## config.mk

```make
export PLATFORM = sky130hd
export DESIGN_NAME = uart_word_link
export DESIGN_NICKNAME = d
export VERILOG_FILES = /design/src/rtl/uart_word_link_pkg.sv /design/src/rtl/uart_word_link_sync_fifo.sv /design/src/rtl/uart_word_link.sv
export SDC_FILE = /design/constraint.sdc
export NUM_CORES = 1
export LEC_CHECK = 0
export BUFFER_PORTS_ARGS = -buffer_cell sky130_fd_sc_hd__buf_2
export CORE_MARGIN = 1
export CORE_UTILIZATION = 52
export CTS_CLUSTER_DIAMETER = 80
export CTS_CLUSTER_SIZE = 28
export DETAILED_ROUTE_END_ITERATION = 8
export PLACE_DENSITY = 0.82
export SKIP_LAST_GASP = 1
export SLEW_MARGIN = 20
export SYNTH_ARGS = -nofsm -noshare
export SYNTH_HDL_FRONTEND = slang
export SYNTH_SLANG_ARGS = --single-unit
```

## constraint.sdc

```tcl
create_clock -name clk -period 3.37 [get_ports clk]
set_input_delay 0.5055 -clock clk [delete_from_list [all_inputs] [get_ports clk]]
set_output_delay 0.5055 -clock clk [all_outputs]
set_load 0.01 [all_outputs]
```

## src/rtl/uart_word_link_pkg.sv

```systemverilog
// Shared types and helpers for the UART word link.
//   rx_state_t  : states of the receive packer
//   tx_state_t  : states of the transmit unpacker
//   level_width : bits needed to hold a count of 0..depth inclusive
package uart_word_link_pkg;

  typedef enum logic [1:0] {
    RX_IDLE,
    RX_COLLECT,
    RX_HOLD
  } rx_state_t;

  typedef enum logic {
    TX_IDLE,
    TX_SEND
  } tx_state_t;

  // Width that can represent every value from 0 up to and including depth.
  function automatic int level_width(input int depth);
    return $clog2(depth) + 1;
  endfunction

endpackage

```

## src/rtl/uart_word_link_sync_fifo.sv

```systemverilog
// sync_fifo: first-word-fall-through FIFO. read_data always shows the head
// entry while the FIFO is not empty; read pops it.
// Ports:
//   clk, reset (sync, active-high), flush (sync clear)
//   write / write_data : push, ignored while full
//   read  / read_data  : pop, ignored while empty; read_data is the head
//   full, empty        : status flags
module sync_fifo
  import uart_word_link_pkg::*;
#(
  parameter int WIDTH = 8,
  parameter int DEPTH = 8
) (
  input  logic             clk,
  input  logic             reset,
  input  logic             flush,
  input  logic             write,
  input  logic             read,
  input  logic [WIDTH-1:0] write_data,
  output logic [WIDTH-1:0] read_data,
  output logic             full,
  output logic             empty
);

  // Pointers carry one extra wrap bit so full and empty are distinguishable.
  localparam int PTR_W  = level_width(DEPTH);
  localparam int ADDR_W = PTR_W - 1;

  logic [WIDTH-1:0] mem [DEPTH];
  logic [PTR_W-1:0] wr_ptr;
  logic [PTR_W-1:0] rd_ptr;
  logic             do_write;
  logic             do_read;

  assign empty    = (wr_ptr == rd_ptr);
  assign full     = (wr_ptr[ADDR_W] != rd_ptr[ADDR_W]) &&
                    (wr_ptr[ADDR_W-1:0] == rd_ptr[ADDR_W-1:0]);
  assign do_write = write && !full;
  assign do_read  = read && !empty;

  // NOTE: sequential state uses non-blocking assignments so every register
  // samples pre-edge values regardless of process ordering.
  always_ff @(posedge clk) begin
    if (reset || flush) begin
      wr_ptr <= '0;
      rd_ptr <= '0;
    end else begin
      if (do_write) wr_ptr <= wr_ptr + PTR_W'(1);
      if (do_read)  rd_ptr <= rd_ptr + PTR_W'(1);
    end
  end

  // NOTE: storage is deliberately not reset; the pointers alone decide which
  // entries are valid, so clearing the array would only cost logic.
  always_ff @(posedge clk) begin
    if (do_write) mem[wr_ptr[ADDR_W-1:0]] <= write_data;
  end

  assign read_data = mem[rd_ptr[ADDR_W-1:0]];

endmodule

```

## src/rtl/uart_word_link.sv

```systemverilog
// uart_word_link: packs received UART bytes into little-endian words and
// unpacks outgoing words into bytes, each direction buffered by a sync_fifo.
// Optional build macro: UART_WORD_LINK_STATS_EN enables the saturating
// drop/discard counters; otherwise the count ports are tied to zero.
// Ports:
//   clk, reset (sync, active-high), flush (sync clear, counters kept)
//   uart_rx_valid/uart_rx_data : byte strobe from the UART receiver
//   uart_tx_busy               : UART transmitter busy
//   uart_tx_en/uart_tx_data    : one-cycle transmit strobe and byte
//   rx_word_valid/ready/data   : packed receive word handshake
//   tx_word_valid/ready/data   : word-to-send handshake
//   rx_overrun                 : sticky, a byte was dropped on a full RX FIFO
//   rx_timeout                 : one-cycle pulse, a partial word was discarded
//   rx_overrun_count/rx_timeout_count : statistics counters
module uart_word_link
  import uart_word_link_pkg::*;
#(
  parameter int PAYLOAD_BITS = 8,
  parameter int WORD_BYTES   = 4,
  parameter int BUFFER_SIZE  = 8,
  parameter int RX_TIMEOUT   = 25000,
  parameter int CNT_BITS     = 16
) (
  input  logic                               clk,
  input  logic                               reset,
  input  logic                               flush,
  input  logic                               uart_rx_valid,
  input  logic [PAYLOAD_BITS-1:0]            uart_rx_data,
  input  logic                               uart_tx_busy,
  output logic                               uart_tx_en,
  output logic [PAYLOAD_BITS-1:0]            uart_tx_data,
  output logic                               rx_word_valid,
  input  logic                               rx_word_ready,
  output logic [WORD_BYTES*PAYLOAD_BITS-1:0] rx_word_data,
  input  logic                               tx_word_valid,
  output logic                               tx_word_ready,
  input  logic [WORD_BYTES*PAYLOAD_BITS-1:0] tx_word_data,
  output logic                               rx_overrun,
  output logic                               rx_timeout,
  output logic [CNT_BITS-1:0]                rx_overrun_count,
  output logic [CNT_BITS-1:0]                rx_timeout_count
);

  localparam int WORD_BITS = WORD_BYTES * PAYLOAD_BITS;
  localparam int IDX_W     = level_width(WORD_BYTES);
  localparam int IDLE_W    = level_width(RX_TIMEOUT);
  localparam logic [IDX_W-1:0]  LAST_IDX  = IDX_W'(WORD_BYTES - 1);
  localparam logic [IDLE_W-1:0] IDLE_LAST = IDLE_W'((RX_TIMEOUT > 0) ? RX_TIMEOUT - 1 : 0);

  // ---------------------------------------------------------------- RX path
  logic                    rx_pop;
  logic                    rx_full;
  logic                    rx_empty;
  logic                    rx_drop;
  logic                    rx_discard;
  logic [PAYLOAD_BITS-1:0] rx_head;
  rx_state_t               rx_state;
  rx_state_t               rx_state_d;
  logic [IDX_W-1:0]        rx_idx;
  logic [IDLE_W-1:0]       idle_cnt;
  logic [WORD_BITS-1:0]    rx_word;
  logic                    rx_overrun_q;
  logic                    rx_timeout_q;

  sync_fifo #(.WIDTH(PAYLOAD_BITS), .DEPTH(BUFFER_SIZE)) u_rx_fifo (
    .clk        (clk),
    .reset      (reset),
    .flush      (flush),
    .write      (uart_rx_valid),
    .read       (rx_pop),
    .write_data (uart_rx_data),
    .read_data  (rx_head),
    .full       (rx_full),
    .empty      (rx_empty)
  );

  assign rx_drop = uart_rx_valid && rx_full && !flush;

  always_ff @(posedge clk) begin
    if (reset) rx_state <= RX_IDLE;
    else       rx_state <= rx_state_d;
  end

  // NOTE: every output of this block is given a default first, so no path
  // leaves a variable unassigned and no latch is inferred.
  always_comb begin
    rx_state_d = rx_state;
    rx_pop     = 1'b0;
    rx_discard = 1'b0;
    if (flush) begin
      rx_state_d = RX_IDLE;
    end else begin
      unique case (rx_state)
        RX_IDLE: begin
          if (!rx_empty) begin
            rx_pop     = 1'b1;
            rx_state_d = (WORD_BYTES == 1) ? RX_HOLD : RX_COLLECT;
          end
        end
        RX_COLLECT: begin
          if (!rx_empty) begin
            rx_pop = 1'b1;
            if (rx_idx == LAST_IDX) rx_state_d = RX_HOLD;
          end else if ((RX_TIMEOUT != 0) && (idle_cnt == IDLE_LAST)) begin
            // This empty cycle is the RX_TIMEOUT-th one since the last pop.
            rx_discard = 1'b1;
            rx_state_d = RX_IDLE;
          end
        end
        RX_HOLD: begin
          if (rx_word_ready) rx_state_d = RX_IDLE;
        end
        default: rx_state_d = RX_IDLE;
      endcase
    end
  end

  // Slot index is zero whenever the packer is not collecting.
  always_ff @(posedge clk) begin
    if (reset || flush || rx_discard) begin
      rx_idx <= '0;
    end else if (rx_pop) begin
      rx_idx <= (rx_state_d == RX_HOLD) ? '0 : rx_idx + IDX_W'(1);
    end
  end

  always_ff @(posedge clk) begin
    if (reset || flush || rx_pop || rx_discard || rx_state != RX_COLLECT) begin
      idle_cnt <= '0;
    end else begin
      idle_cnt <= idle_cnt + IDLE_W'(1);
    end
  end

  always_ff @(posedge clk) begin
    if (reset)       rx_word <= '0;
    else if (rx_pop) rx_word[rx_idx*PAYLOAD_BITS +: PAYLOAD_BITS] <= rx_head;
  end

  always_ff @(posedge clk) begin
    if (reset || flush) rx_overrun_q <= 1'b0;
    else if (rx_drop)   rx_overrun_q <= 1'b1;
  end

  always_ff @(posedge clk) begin
    if (reset) rx_timeout_q <= 1'b0;
    else       rx_timeout_q <= rx_discard;
  end

  assign rx_word_valid = (rx_state == RX_HOLD);
  assign rx_word_data  = rx_word;
  assign rx_overrun    = rx_overrun_q;
  assign rx_timeout    = rx_timeout_q;

  // ---------------------------------------------------------------- TX path
  tx_state_t               tx_state;
  tx_state_t               tx_state_d;
  logic                    tx_accept;
  logic                    tx_push;
  logic                    tx_pop;
  logic                    tx_full;
  logic                    tx_empty;
  logic                    tx_ready_q;
  logic                    tx_en_q;
  logic [IDX_W-1:0]        tx_idx;
  logic [WORD_BITS-1:0]    tx_word;
  logic [PAYLOAD_BITS-1:0] tx_byte;
  logic [PAYLOAD_BITS-1:0] tx_head;
  logic [PAYLOAD_BITS-1:0] tx_data_q;

  assign tx_byte = tx_word[tx_idx*PAYLOAD_BITS +: PAYLOAD_BITS];

  sync_fifo #(.WIDTH(PAYLOAD_BITS), .DEPTH(BUFFER_SIZE)) u_tx_fifo (
    .clk        (clk),
    .reset      (reset),
    .flush      (flush),
    .write      (tx_push),
    .read       (tx_pop),
    .write_data (tx_byte),
    .read_data  (tx_head),
    .full       (tx_full),
    .empty      (tx_empty)
  );

  always_ff @(posedge clk) begin
    if (reset) tx_state <= TX_IDLE;
    else       tx_state <= tx_state_d;
  end

  always_comb begin
    tx_state_d = tx_state;
    tx_accept  = 1'b0;
    tx_push    = 1'b0;
    if (flush) begin
      tx_state_d = TX_IDLE;
    end else begin
      unique case (tx_state)
        TX_IDLE: begin
          if (tx_word_valid && tx_ready_q) begin
            tx_accept  = 1'b1;
            tx_state_d = TX_SEND;
          end
        end
        TX_SEND: begin
          if (!tx_full) begin
            tx_push = 1'b1;
            if (tx_idx == LAST_IDX) tx_state_d = TX_IDLE;
          end
        end
        default: tx_state_d = TX_IDLE;
      endcase
    end
  end

  always_ff @(posedge clk) begin
    if (tx_accept) tx_word <= tx_word_data;
  end

  always_ff @(posedge clk) begin
    if (reset || flush || tx_accept) tx_idx <= '0;
    else if (tx_push)                tx_idx <= tx_idx + IDX_W'(1);
  end

  // Registered so ready stays low throughout reset and rises on the first
  // edge after reset is released.
  always_ff @(posedge clk) begin
    if (reset) tx_ready_q <= 1'b0;
    else       tx_ready_q <= (tx_state_d == TX_IDLE);
  end

  // The !tx_en_q term covers the cycle before the transmitter raises busy.
  assign tx_pop = !flush && !uart_tx_busy && !tx_empty && !tx_en_q;

  always_ff @(posedge clk) begin
    if (reset || flush) tx_en_q <= 1'b0;
    else                tx_en_q <= tx_pop;
  end

  always_ff @(posedge clk) begin
    if (reset)       tx_data_q <= '0;
    else if (tx_pop) tx_data_q <= tx_head;
  end

  assign tx_word_ready = tx_ready_q;
  assign uart_tx_en    = tx_en_q;
  assign uart_tx_data  = tx_data_q;

  // ------------------------------------------------------------- statistics
`ifdef UART_WORD_LINK_STATS_EN
  logic [CNT_BITS-1:0] overrun_cnt;
  logic [CNT_BITS-1:0] timeout_cnt;

  // Counters survive flush; only reset clears them. Both saturate.
  always_ff @(posedge clk) begin
    if (reset) begin
      overrun_cnt <= '0;
      timeout_cnt <= '0;
    end else begin
      if (rx_drop && (overrun_cnt != '1))    overrun_cnt <= overrun_cnt + CNT_BITS'(1);
      if (rx_discard && (timeout_cnt != '1)) timeout_cnt <= timeout_cnt + CNT_BITS'(1);
    end
  end

  assign rx_overrun_count = overrun_cnt;
  assign rx_timeout_count = timeout_cnt;
`else
  assign rx_overrun_count = '0;
  assign rx_timeout_count = '0;
`endif

endmodule

```

Yosys cells after proc, flatten, opt, wreduce, memory -nomap -nowiden

Memory sizes are Yosys's and may differ from the RTL's. A register that Yosys moved wholly into a read port is not among the register bits.
Index checks and enable logic that the tools add are counted.

Add/subtract/negate cells: 8
$mul: 0
Divide/modulo/power cells: 0
Order comparisons: 0
Equal/unequal tests: 13
Shift operators: 3
Multiplexer cells: 32
Bitwise gates (word level): 2
Reductions and logical operators: 27

Operator list:

| kind                                                  | number |
|---|---|
| negator 6 -> 34 bit                                   | 1 |
| variable shift 8 x 34 -> 32 bit, first input constant | 1 |
| variable part select 8 x 34 -> 32 bit                 | 1 |
| bitwise mux 32 bit                                    | 1 |
| variable part select 32 x 7 -> 8 bit                  | 1 |
| two-way mux 1 bit                                     | 20 |
| adder 16 x 1 -> 16 bit, second input constant         | 1 |
| adder 4 x 1 -> 4 bit, second input constant           | 4 |
| equality test 16 x 15 -> 1 bit, second input constant | 1 |
| logical AND 1 bit                                     | 12 |
| two-way mux 2 bit                                     | 6 |
| two-way mux 3 bit                                     | 3 |
| equality test 4 bit                                   | 2 |
| zero test 1 bit                                       | 7 |
| adder 3 x 1 -> 3 bit, second input constant           | 2 |
| equality test 3 x 2 -> 1 bit, second input constant   | 2 |
| equality test 3 bit                                   | 2 |
| logical OR 1 bit                                      | 6 |
| case mux 2 bit (3 select lines)                       | 1 |
| equality test 2 bit, second input constant            | 2 |
| equality test 2 x 1 -> 1 bit, second input constant   | 1 |
| zero test 2 bit                                       | 1 |
| != test 1 bit                                         | 2 |
| != test 2 x 1 -> 1 bit, second input constant         | 1 |
| 3 further kinds                                       | 4 |

Register bits after elaboration: 109
Latch bits: 0
Memory bits (writable): 128
Bits in read-only memories: 0
Input bits: 47
Output and inout port bits: 77
Word-level logic and storage cells: 102
Memories kept: 2

Memories:

| memory        | depth | bits a word | read ports | clocked after Yosys merged registers in | wr ports | RTL line                       | RTL |
|---|---|---|---|---|---|---|---|
| u_rx_fifo.mem | 8     | 8           | 1          | 1                                       | 1        | uart_word_link_sync_fifo.sv:29 | `logic [WIDTH-1:0] mem [DEPTH];` |
| u_tx_fifo.mem | 8     | 8           | 1          | 1                                       | 1        | uart_word_link_sync_fifo.sv:29 |  |

Depth between registers and ports, before layout

Gate-level depths: netlist of the first run.

Word-level depth: 8
Depth in mapped cells: 9
Gate-level depth less buffers: 7

Hierarchy

From an unflattened synthesis of the first run, not the netlist that was laid out.

Cell total of the unflattened synthesis: 760
Area, all modules: 10,810.4 um^2

By module, submodules not included:

| module         | instances | cells each | area an instance (um^2) | sequential area each (um^2) |
|---|---|---|---|---|
| sync_fifo      | 2         | 179        | 3,265.6                 | 2,142.1 |
| uart_word_link | 1         | 402        | 4,279.1                 | 2,342.2 |

Least setup slack after synthesis of the first run

Ideal clock, no wire load.

Kind: input to register
From: input port flush
To: register tx_word[0], enable pin
Setup time: 0.461 ns
Arrival: 2.929 ns
Data required time: 2.909 ns
Slack: -0.021 ns
Stages: 2
Path buffers: 1
Cells stage by stage: clkbuf_1 -> nor3_1

Word-level cells in the longest chain between the ends: 1

Ends and longest elaborated chain:

| what                   | RTL line              | RTL |
|---|---|---|
| start: declaration     | uart_word_link.sv:26  | `input logic flush,` |
| two-way mux 1 bit      | uart_word_link.sv:194 | `if (flush) begin` |
| via tx_accept          | uart_word_link.sv:158 | `logic tx_accept;` |
| end signal: assignment | uart_word_link.sv:216 | `if (tx_accept) tx_word <= tx_word_data;` |
| end: declaration       | uart_word_link.sv:166 | `logic [WORD_BITS-1:0] tx_word;` |

The timed path passes the listed nets, and every way through them passes these cells.
A chain may end at the register's enable or synchronous reset.

Worst setup path after layout of the first run

From: register rx_idx[0]
To: register rx_word[5], in the netlist rx_word_data[5]

Word-level cells in the longest chain between the ends: 3
Elaborated cells between the ends (all ways): 4
Classes of those cells: add/sub: 1; shift: 2; mux: 1

Ends and longest elaborated chain:

| what                                                                                     | RTL line              | RTL |
|---|---|---|
| start: declaration                                                                       | uart_word_link.sv:59  | `logic [IDX_W-1:0] rx_idx;` |
| start signal: assignment                                                                 | uart_word_link.sv:123 | `rx_idx <= (rx_state_d == RX_HOLD) ? '0 : rx_idx + IDX_W'(1);` |
| negator 6 -> 34 bit (*)                                                                  | uart_word_link.sv:137 | `else if (rx_pop) rx_word[rx_idx*PAYLOAD_BITS +: PAYLOAD_BITS] <= rx_head;` |
| variable part select 8 x 34 -> 32 bit or variable shift 8 x 34 -> 32 bit (tied branches) | uart_word_link.sv:137 |  |
| bitwise mux 32 bit (*)                                                                   | uart_word_link.sv:137 |  |
| end signal: indexed assignment                                                           | uart_word_link.sv:137 |  |
| end: declaration                                                                         | uart_word_link.sv:61  | `logic [WORD_BITS-1:0] rx_word;` |

Every way passes the cells marked *; elsewhere a longest branch is shown, timed or not.

==> out/qor.txt, run 1 <==
Status: finished clean
Worst-margin pin slew: 0.949 ns
Cell area after synthesis: 0.0101 mm^2
P&R area growth vs syn: 11.0%
Clk buf depth: 3
Largest net degree at the start of global routing: 33
Flops & latches, synth: 248
Final net count: 823
Via count: 5710
CTS root buffer: clkbuf_16
Num ports: 124
Initial antenna violation count: 1
Worst-path cell chain: inv_1 > ha_1 > ha_1 > or4b_1 > nor3_2 > and2_1 > a211oi_1
Antenna Nets Post-Route: 0
HP Class: input port to flop
Static Leak: 3.84 nW
Post-CTS Repair Setup Buffers: 0
Mux cell area share after synthesis: 11.6%
Setup violators final: 0
Worst path required time: 3.72 ns
DRT Pass-1 Iters: 7
Commonest non-fill, non-tap cell in the layout: edfxtp_1
Clock Sinks: 248
Final Hold Fails: 0
Warning count from the yosys run: 0
Die X: 141 um
Rel. slew slack: 36.5%
Power density over the cells: 486 mW/mm^2
TNS Setup: 0 ns
TritonCTS Buffers: 14
Max Cap Viol: 0
Max-slew violations: 0
Most used cell, CP: ha_1
Via count of the first global-routing pass: 5497
Cell row count: 50
DIE AREA: 0.0200 mm^2
Yosys cell types: 56
Slowest Stage Delay on Critical Path: 0.51 ns
Fin crit share: 82.2%
DRT iter0 DRCs: 417
WL final: 18700 um
Buffers added on ports: 91
Clock-pin slew on the worst setup and hold paths: 0.10 ns
Xor and xnor area share after synthesis: 2.34%
CP Capture Type: flop
Main combinational cell family by area after synthesis: multiplexers
Layout cells sized above 1: 23.1%
FF/Latch Area: 0.00657 mm^2
Clock Latency Late Sink: 0.49 ns
RSZ-0062 raised after global routing: false
Initial cell density of the core: 53.6%
Peak supply drop: 0.515 mV
Post-DP HPWL: 12600 um
Die Height: 141 um
CP max-delay cell: or4b_1
Total GRT Usage: 18.9%
# fillers: 1417
Cell count after synthesis: 674
Hold Buf Count CTS: 0
Total power draw: 5.44 mW
PostCTS Resize Cnt: 0
GR Overflow Total: 0
Arrival @ worst endpoint: 3.13 ns
Final min period: 2.77 ns
Core area: 0.0188 mm^2
Commonest non-fill, non-tap cells in the layout: 160 x edfxtp_1, 91 x buf_2, 88 x dfxtp_1, 46 x nor2_1
Startpoint Class: flop
GP Congestion: 0.856
H-Tree Depth: 1
Crit Path Category: flop to flop
First-pass GRT wire length: 29200 um
DR WL/cell: 18.1 um
Simple-gate share of the synthesized area: 7.70%
Seq/Total Area, Yosys: 65.1%
Final Util: 59.4%
Number of flops mapped to enable cells by yosys: 160
Setup Skew: 0.0240 ns
Post-synth top flop: edfxtp_1
Fmax: 361 MHz
Asr flop ratio synth: 0%
Area of the multi-input gates: 0.00320 mm^2
DRC Markers: 0
Syn_area_per_cell: 15.0 um^2
Vias per inst: 5.53
Post-synthesis compound-gate area fraction: 7.08%
Critical path peak fanout: 9
CTS tree: built
Fraction of the mapped netlist area in adder cells: 1.61%
## layer usage
layer	part of all wire, %	vias to the layer above	GRT usage, %
li1	-	2699	-
met1	45	2798	26.0
met2	48	179	31.3
met3	5.4	34	3.27
met4	1.6	0	4.92
met5	0	-	0
## metrics by stage
stage | setup WS, ns | std cells | instance area [um^2] | hold slack, ns
floorplan | 0.947 | 705 | 10200 | 0.418
global placement | 0.746 | 1007 | 10700 | 0.431
detailed placement | 0.583 | 1007 | 10700 | 0.444
CTS | 0.577 | 1031 | 11200 | 0.172
global route | 0.362 | 1032 | 11200 | 0.175
finish | 0.599 | 1032 | 11200 | 0.188
## cells in the mapped netlist (10+ instances only)
| cell type | n | area (um^2) |
|---|---|---|
| a211oi_1 | 19 | 143 |
| a21oi_1 | 32 | 160 |
| buf_2 | 11 | 55.1 |
| buf_4 | 36 | 270 |
| clkbuf_1 | 13 | 48.8 |
| dfxtp_1 | 88 | 1760 |
| edfxtp_1 | 160 | 4800 |
| ha_1 | 13 | 163 |
| inv_1 | 11 | 41.3 |
| mux2i_1 | 21 | 210 |
| mux4_2 | 32 | 721 |
| nand2_1 | 21 | 78.8 |
| nand4_1 | 13 | 81.3 |
| nor2_1 | 46 | 173 |
| nor3_1 | 10 | 50.1 |
| o2bb2ai_1 | 16 | 140 |
| or3_1 | 10 | 62.6 |
| xnor2_1 | 17 | 149 |
| xor2_1 | 10 | 87.6 |
## worst max-delay path, delay by kind of cell (launching register included)
kind	cells	cell delay, ns
compound gates	1	0.12
flops	1	0.48
fa+ha+maj	2	0.61
buf+inv	1	0.14
simple gates	3	1.29
## logic make-up (layout without fill, tap and decap cells)
| kind of cell | after synthesis | after routing |
|---|---|---|
| flops | 248 | 248 |
| simple gates | 148 | 148 |
| compound gates | 99 | 99 |
| buf+inv | 75 | 141 |
| mux | 63 | 63 |
| xor+xnor | 27 | 27 |
| fa+ha+maj | 13 | 13 |
| other cells | 1 | 33 |
## registers in the layout, indices dropped and copies added (netlist names), 2 cells and up, named ones only
name / flops
idle_cnt: 16
tx_idx: 3
rx_state: 2
rx_idx: 3
u_tx_fifo.rd_ptr: 4
u_rx_fifo.mem: 64
u_rx_fifo.wr_ptr: 4
rx_word_data: 32
u_tx_fifo.wr_ptr: 4
uart_tx_data: 8
u_tx_fifo.mem: 64
tx_word: 32
u_rx_fifo.rd_ptr: 4
## area by class of cell
cell class | count | share of cell area, %
Antenna cell | 1 | 0.0224
Multi-Input combinational cell | 382 | 28.6
Sequential cell | 248 | 58.7
Timing Repair Buffer | 106 | 5.08
Tap cell | 260 | 2.91
Inverter | 11 | 0.369
Clock buffer | 18 | 3.45
Clock inverter | 6 | 0.928
## final timing paths
check	slack, ns	cells after the start	startpoint	end
hold / removal	0.19	1	tx_word_data[15]	tx_word[15]
hold reg to reg	0.46	1	idle_cnt[0]	idle_cnt[0]
setup reg to reg	0.60	7	rx_idx[0]	rx_word_data[5]
setup / recovery	0.60	7	rx_idx[0]	rx_word_data[5]
## power by group
group          internal [mW]  switching, mW  total (mW)
clock                  0.940           1.02        1.96
sequential              3.26         0.0164        3.27
combinational         0.0765          0.133       0.209
No activity file was read; power rests on OpenSTA's default activity.
==> run 2, diff against run 1 <==
clock period = 2.3 ns   (was 3.37 ns; I/O delays follow)
==> run 2 against run 1 <==
Against the previous run: sequential cell count did not move; utilization rose by 1.2 points; non-clock buffer count rose by 30; register-to-register slack got worse by 0.50 ns; fmax rose by 26%; combinational power rose by 64%; sequential power rose by 46%; first-iteration DRC count rose by 12%; critical path type unchanged; largest cell class unchanged.
==> out/qor.txt, run 2 (synthesized netlist as in run 1, its figures left out) <==
Status: finished clean
Commonest non-fill, non-tap cell in the layout: edfxtp_1
CP Capture Type: flop
Initial cell density of the core: 53.6%
Final net count: 853
Place WS: 0.102 ns
Layout cells sized above 1: 26.8%
TNS Setup: 0 ns
Final Hold Fails: 0
DRT iter0 DRCs: 469
RSZ-0062 raised after global routing: false
Startpoint Class: flop
GR Overflow Total: 0
Rel. slew slack: 40.0%
Placed Cells incl. Taps: 1035
Antenna Nets Post-Route: 0
DR WL/cell: 17.5 um
Core area: 0.0188 mm^2
Final setup margin: 0.0981 ns
Buffers added on ports: 91
Clock Latency Late Sink: 0.49 ns
Critical path peak fanout: 8
Total GRT Usage: 18.9%
Final min period: 2.20 ns
Arrival @ worst endpoint: 2.59 ns
Final instance count without filler cells: 1060
Die X: 141 um
HP Class: input port to flop
H-Tree Depth: 1
Worst-margin pin slew: 0.896 ns
Cell row count: 50
Total power draw: 7.83 mW
Via count: 5788
DRT Pass-1 Iters: 6
Static Leak: 4.00 nW
Worst hold slack: 0.0425 ns
Max-slew violations: 0
DIE AREA: 0.0200 mm^2
DRC Markers: 0
Crit Path Category: flop to flop
Post-DP HPWL: 12600 um
Peak supply drop: 0.642 mV
Die Height: 141 um
Commonest non-fill, non-tap cells in the layout: 160 x edfxtp_1, 91 x buf_2, 86 x dfxtp_1, 46 x nor2_1, 43 x buf_4
Fmax: 454 MHz
Max Cap Viol: 0
CTS tree: built
Clock Sinks: 248
Num ports: 124
Setup Skew: 0.0361 ns
Clk buf depth: 3
WL final: 18500 um
Fin crit share: 95.7%
Largest net degree at the start of global routing: 33
P&R area growth vs syn: 13.2%
Initial antenna violation count: 0
First-pass GRT wire length: 29400 um
Setup violators final: 0
Power density over the cells: 685 mW/mm^2
Hold Buf Count CTS: 0
Via count of the first global-routing pass: 5621
CTS root buffer: clkbuf_16
Worst path required time: 2.69 ns
Clock-pin slew on the worst setup and hold paths: 0.10 ns
GP Congestion: 0.859
Vias per inst: 5.46
Antenna Cells: 0
TritonCTS Buffers: 14
==> run 2: changes by cell type in the layout (fill, tap and decap cells not counted), sizes merged <==
cell,previous run,this run
buf,106,136
bufinv,1,0
clkbuf,18,17
diode,1,0
inv,13,14
==> run 2: area by class of cell <==
| type | instances | area [um^2] |
|---|---|---|
| Clock buffer | 17 | 383 |
| Clock inverter | 6 | 68.8 |
| Fill cell | 1376 | 7410 |
| Inverter | 11 | 41.3 |
| Multi-Input combinational cell | 382 | 3220 |
| Sequential cell | 248 | 6570 |
| Tap cell | 260 | 325 |
| Timing Repair Buffer | 136 | 810 |
==> run 2: per-stage QoR <==
| stage | area (um^2) | utilization (%) |
|---|---|---|
| after detailed placement | 10900 | 58.1 |
| final | 11400 | 60.6 |
| after CTS | 11400 | 60.5 |
| after global routing | 11400 | 60.6 |
| after floorplan | 10200 | - |
| after global placement | 10900 | 58.1 |
==> run 2: per-layer routing <==
layer	part of all wire (%)	global-route usage (%)	wire length, um
met5	0	0	0
met4	1.4	4.92	261
met2	48	31.0	8960
met1	46	26.8	8540
met3	4.2	2.63	777
==> run 2: final timing paths <==
| path | from | endpoint | slack (ns) | cells after the start |
|---|---|---|---|---|
| hold reg to reg | rx_word_data[21] | rx_word_data[21] | 0.47 | 1 |
| setup reg to reg | rx_idx[0] | rx_word_data[6] | 0.1 | 8 |
| hold / removal | tx_word_data[19] | tx_word[19] | 0.04 | 1 |
| setup / recovery | rx_idx[0] | rx_word_data[6] | 0.1 | 8 |
==> run 2: repair_timing <==
item	CTS	global route
setup buffers	0	2
gates resized for setup	0	4
endpoints found under the setup margin	0	8
==> run 2: power by group <==
group	internal (mW)	total (mW)	switching, mW
clock	1.25	2.69	1.44
sequential	4.77	4.79	0.0194
combinational	0.135	0.342	0.207
==> run 2: critical path, stage by stage, from the launching register on <==
cell and delay [ns]:
dfxtp_4 0.38, inv_1 0.07, ha_1 0.19, ha_1 0.29
or4b_4 0.50, nor3_4 0.21, buf_6 0.15, a21oi_1 0.09
a211oi_2 0.23
==> run 3, diff against run 2 <==
SETUP_SLACK_MARGIN = 0.2   (was unset)
==> run 3 against run 2 <==
Against the previous run: fmax is 1.3% higher; first-iteration DRC count fell by 19%; global-route usage up 1.3 points; clock-buffer cell count rose by 3; register-to-register slack improved by 0.03 ns; wire length is 7.2% higher; utilization up 0.88 points; critical path depth decreased by 4; clock power up 7%; worst setup slack better by 0.028 ns; cell count grew 0.75%; largest power group unchanged.
==> out/qor.txt, run 3 (synthesized netlist as in run 1, its figures left out) <==
Status: finished clean
Final net count: 859
Commonest non-fill, non-tap cells in the layout: 160 x edfxtp_1, 91 x buf_2, 85 x dfxtp_1, 49 x buf_4, 45 x nor2_1
GR Overflow Total: 0
DR WL/cell: 18.6 um
Num ports: 124
Buffers added on ports: 91
Clock Latency Late Sink: 0.50 ns
Peak supply drop: 0.515 mV
Hold Buf Count CTS: 0
DRT Pass-1 Iters: 4
Largest net degree at the start of global routing: 33
Clk buf depth: 3
Via count of the first global-routing pass: 5893
Final Hold Fails: 0
CP Capture Type: flop
Post-DP HPWL: 13100 um
TritonCTS Buffers: 14
CTS root buffer: clkbuf_16
Post-DP Area: 0.0110 mm^2
DIE AREA: 0.0200 mm^2
Max Cap Viol: 0
Worst-path cell chain: xor2_1 > o41a_1 > nand2b_1 > nor2_1
P&R area growth vs syn: 14.8%
CP max-delay cell: nor2_1
Rel. slew slack: 43.2%
Post-Layout Inst Area: 0.0116 mm^2
Via count: 6017
Die Height: 141 um
FF/Latch Area: 0.00658 mm^2
Fin crit share: 94.5%
Core area: 0.0188 mm^2
Crit Path Category: flop to flop
Clock Sinks: 248
DRC Markers: 0
Layout cells sized above 1: 28.9%
Setup violators final: 0
Slowest Stage Delay on Critical Path: 0.67 ns
Vias per inst: 5.63
DRT iter0 DRCs: 381
Area of the multi-input gates: 0.00329 mm^2
Worst-margin pin slew: 0.850 ns
Static Leak: 4.06 nW
Power density over the cells: 692 mW/mm^2
GP Congestion: 0.805
Die X: 141 um
RSZ-0062 raised after global routing: true
WL final: 19900 um
Antenna Nets Post-Route: 0
Commonest non-fill, non-tap cell in the layout: edfxtp_1
TNS Setup: 0 ns
Max-slew violations: 0
Clock-pin slew on the worst setup and hold paths: 0.10 ns
Total GRT Usage: 20.2%
First-pass GRT wire length: 31000 um
Arrival @ worst endpoint: 2.30 ns
Initial cell density of the core: 53.6%
HP Class: input port to flop
Fmax: 460 MHz
Worst path required time: 2.43 ns
H-Tree Depth: 1
Final min period: 2.17 ns
Initial antenna violation count: 2
Final Util: 61.5%
Startpoint Class: flop
Critical path peak fanout: 8
# fillers: 1322
CTS tree: built
Setup Skew: 0.0269 ns
Cell row count: 50
Total power draw: 8.01 mW
==> run 3: cell types whose count changed in the layout (fill, tap and decap cells not counted), moves of 2 or more <==
cell	change
buf_4	+6
a211oi_1	-4
a211oi_2	+4
inv_1	-3
clkbuf_16	+2
ha_1	-2
ha_4	+2
inv_4	+2
inv_8	-2
nor3_1	-2
nor3_2	+2
==> run 3: layout make-up <==
| cell class | count | area share (%) |
|---|---|---|
| clock inverters | 4 | 0.508 |
| repair buffers | 142 | 7.38 |
| inverters | 11 | 0.400 |
| flip-flops and latches | 248 | 56.8 |
| well taps | 260 | 2.81 |
| clock buffers | 20 | 3.77 |
| multi-input cells | 382 | 28.4 |
| diodes | 1 | 0.0216 |
==> run 3: path summary, 6_finish.rpt <==
check,slack (ns),depth (start not counted),start,to
worst max-delay path,0.13,4,u_rx_fifo.rd_ptr[0],u_rx_fifo.mem[1][5]
worst min-delay path,0.02,1,tx_word_data[18],tx_word[18]
worst max register to register,0.13,4,u_rx_fifo.rd_ptr[0],u_rx_fifo.mem[1][5]
worst min register to register,0.46,1,idle_cnt[0],idle_cnt[0]
==> run 3: metal layers <==
metal  share of wire [%]  wire [um]  track usage [%]  vias to the layer above
met4                 2.7        544             7.15                        2
met1                  43       8470             26.3                     3007
li1                    -          -                -                     2771
met2                  49       9700             34.2                      192
met5               0.065         13                0                        -
met3                 5.7       1140             3.85                       45
==> run 3: where the power goes <==
| group | switching, mW | internal, mW |
|---|---|---|
| registers | 0.0195 | 4.77 |
| clock network | 1.48 | 1.39 |
| logic | 0.216 | 0.141 |
| total | 1.71 | 6.30 |
==> run 3: worst max-delay path, delay by kind of cell (launching register included) <==
| family | cells | cell delay [ns] |
|---|---|---|
| and+or+nand+nor | 2 | 0.81 |
| AOI/OAI and AO/OA | 1 | 0.28 |
| xor gates and xnor gates | 1 | 0.33 |
| DFF | 1 | 0.39 |
==> run 3: stage by stage <==
step,hold WS (ns),instances,worst slack [ns]
floorplan,0.418,705,0.0390
global placement,0.430,1039,0.0820
detailed placement,0.445,1039,0.0186
CTS,0.00605,1065,0.124
global route,0.00428,1067,0.00629
finish,0.0230,1068,0.126
==> run 3: what timing repair did <==
item | 4_1_cts | 5_1_grt
resized for setup | 5 | 3
pin swaps | 1 | 8
endpoints found under the setup margin | 40 | 61
buffers inserted | 2 | 2
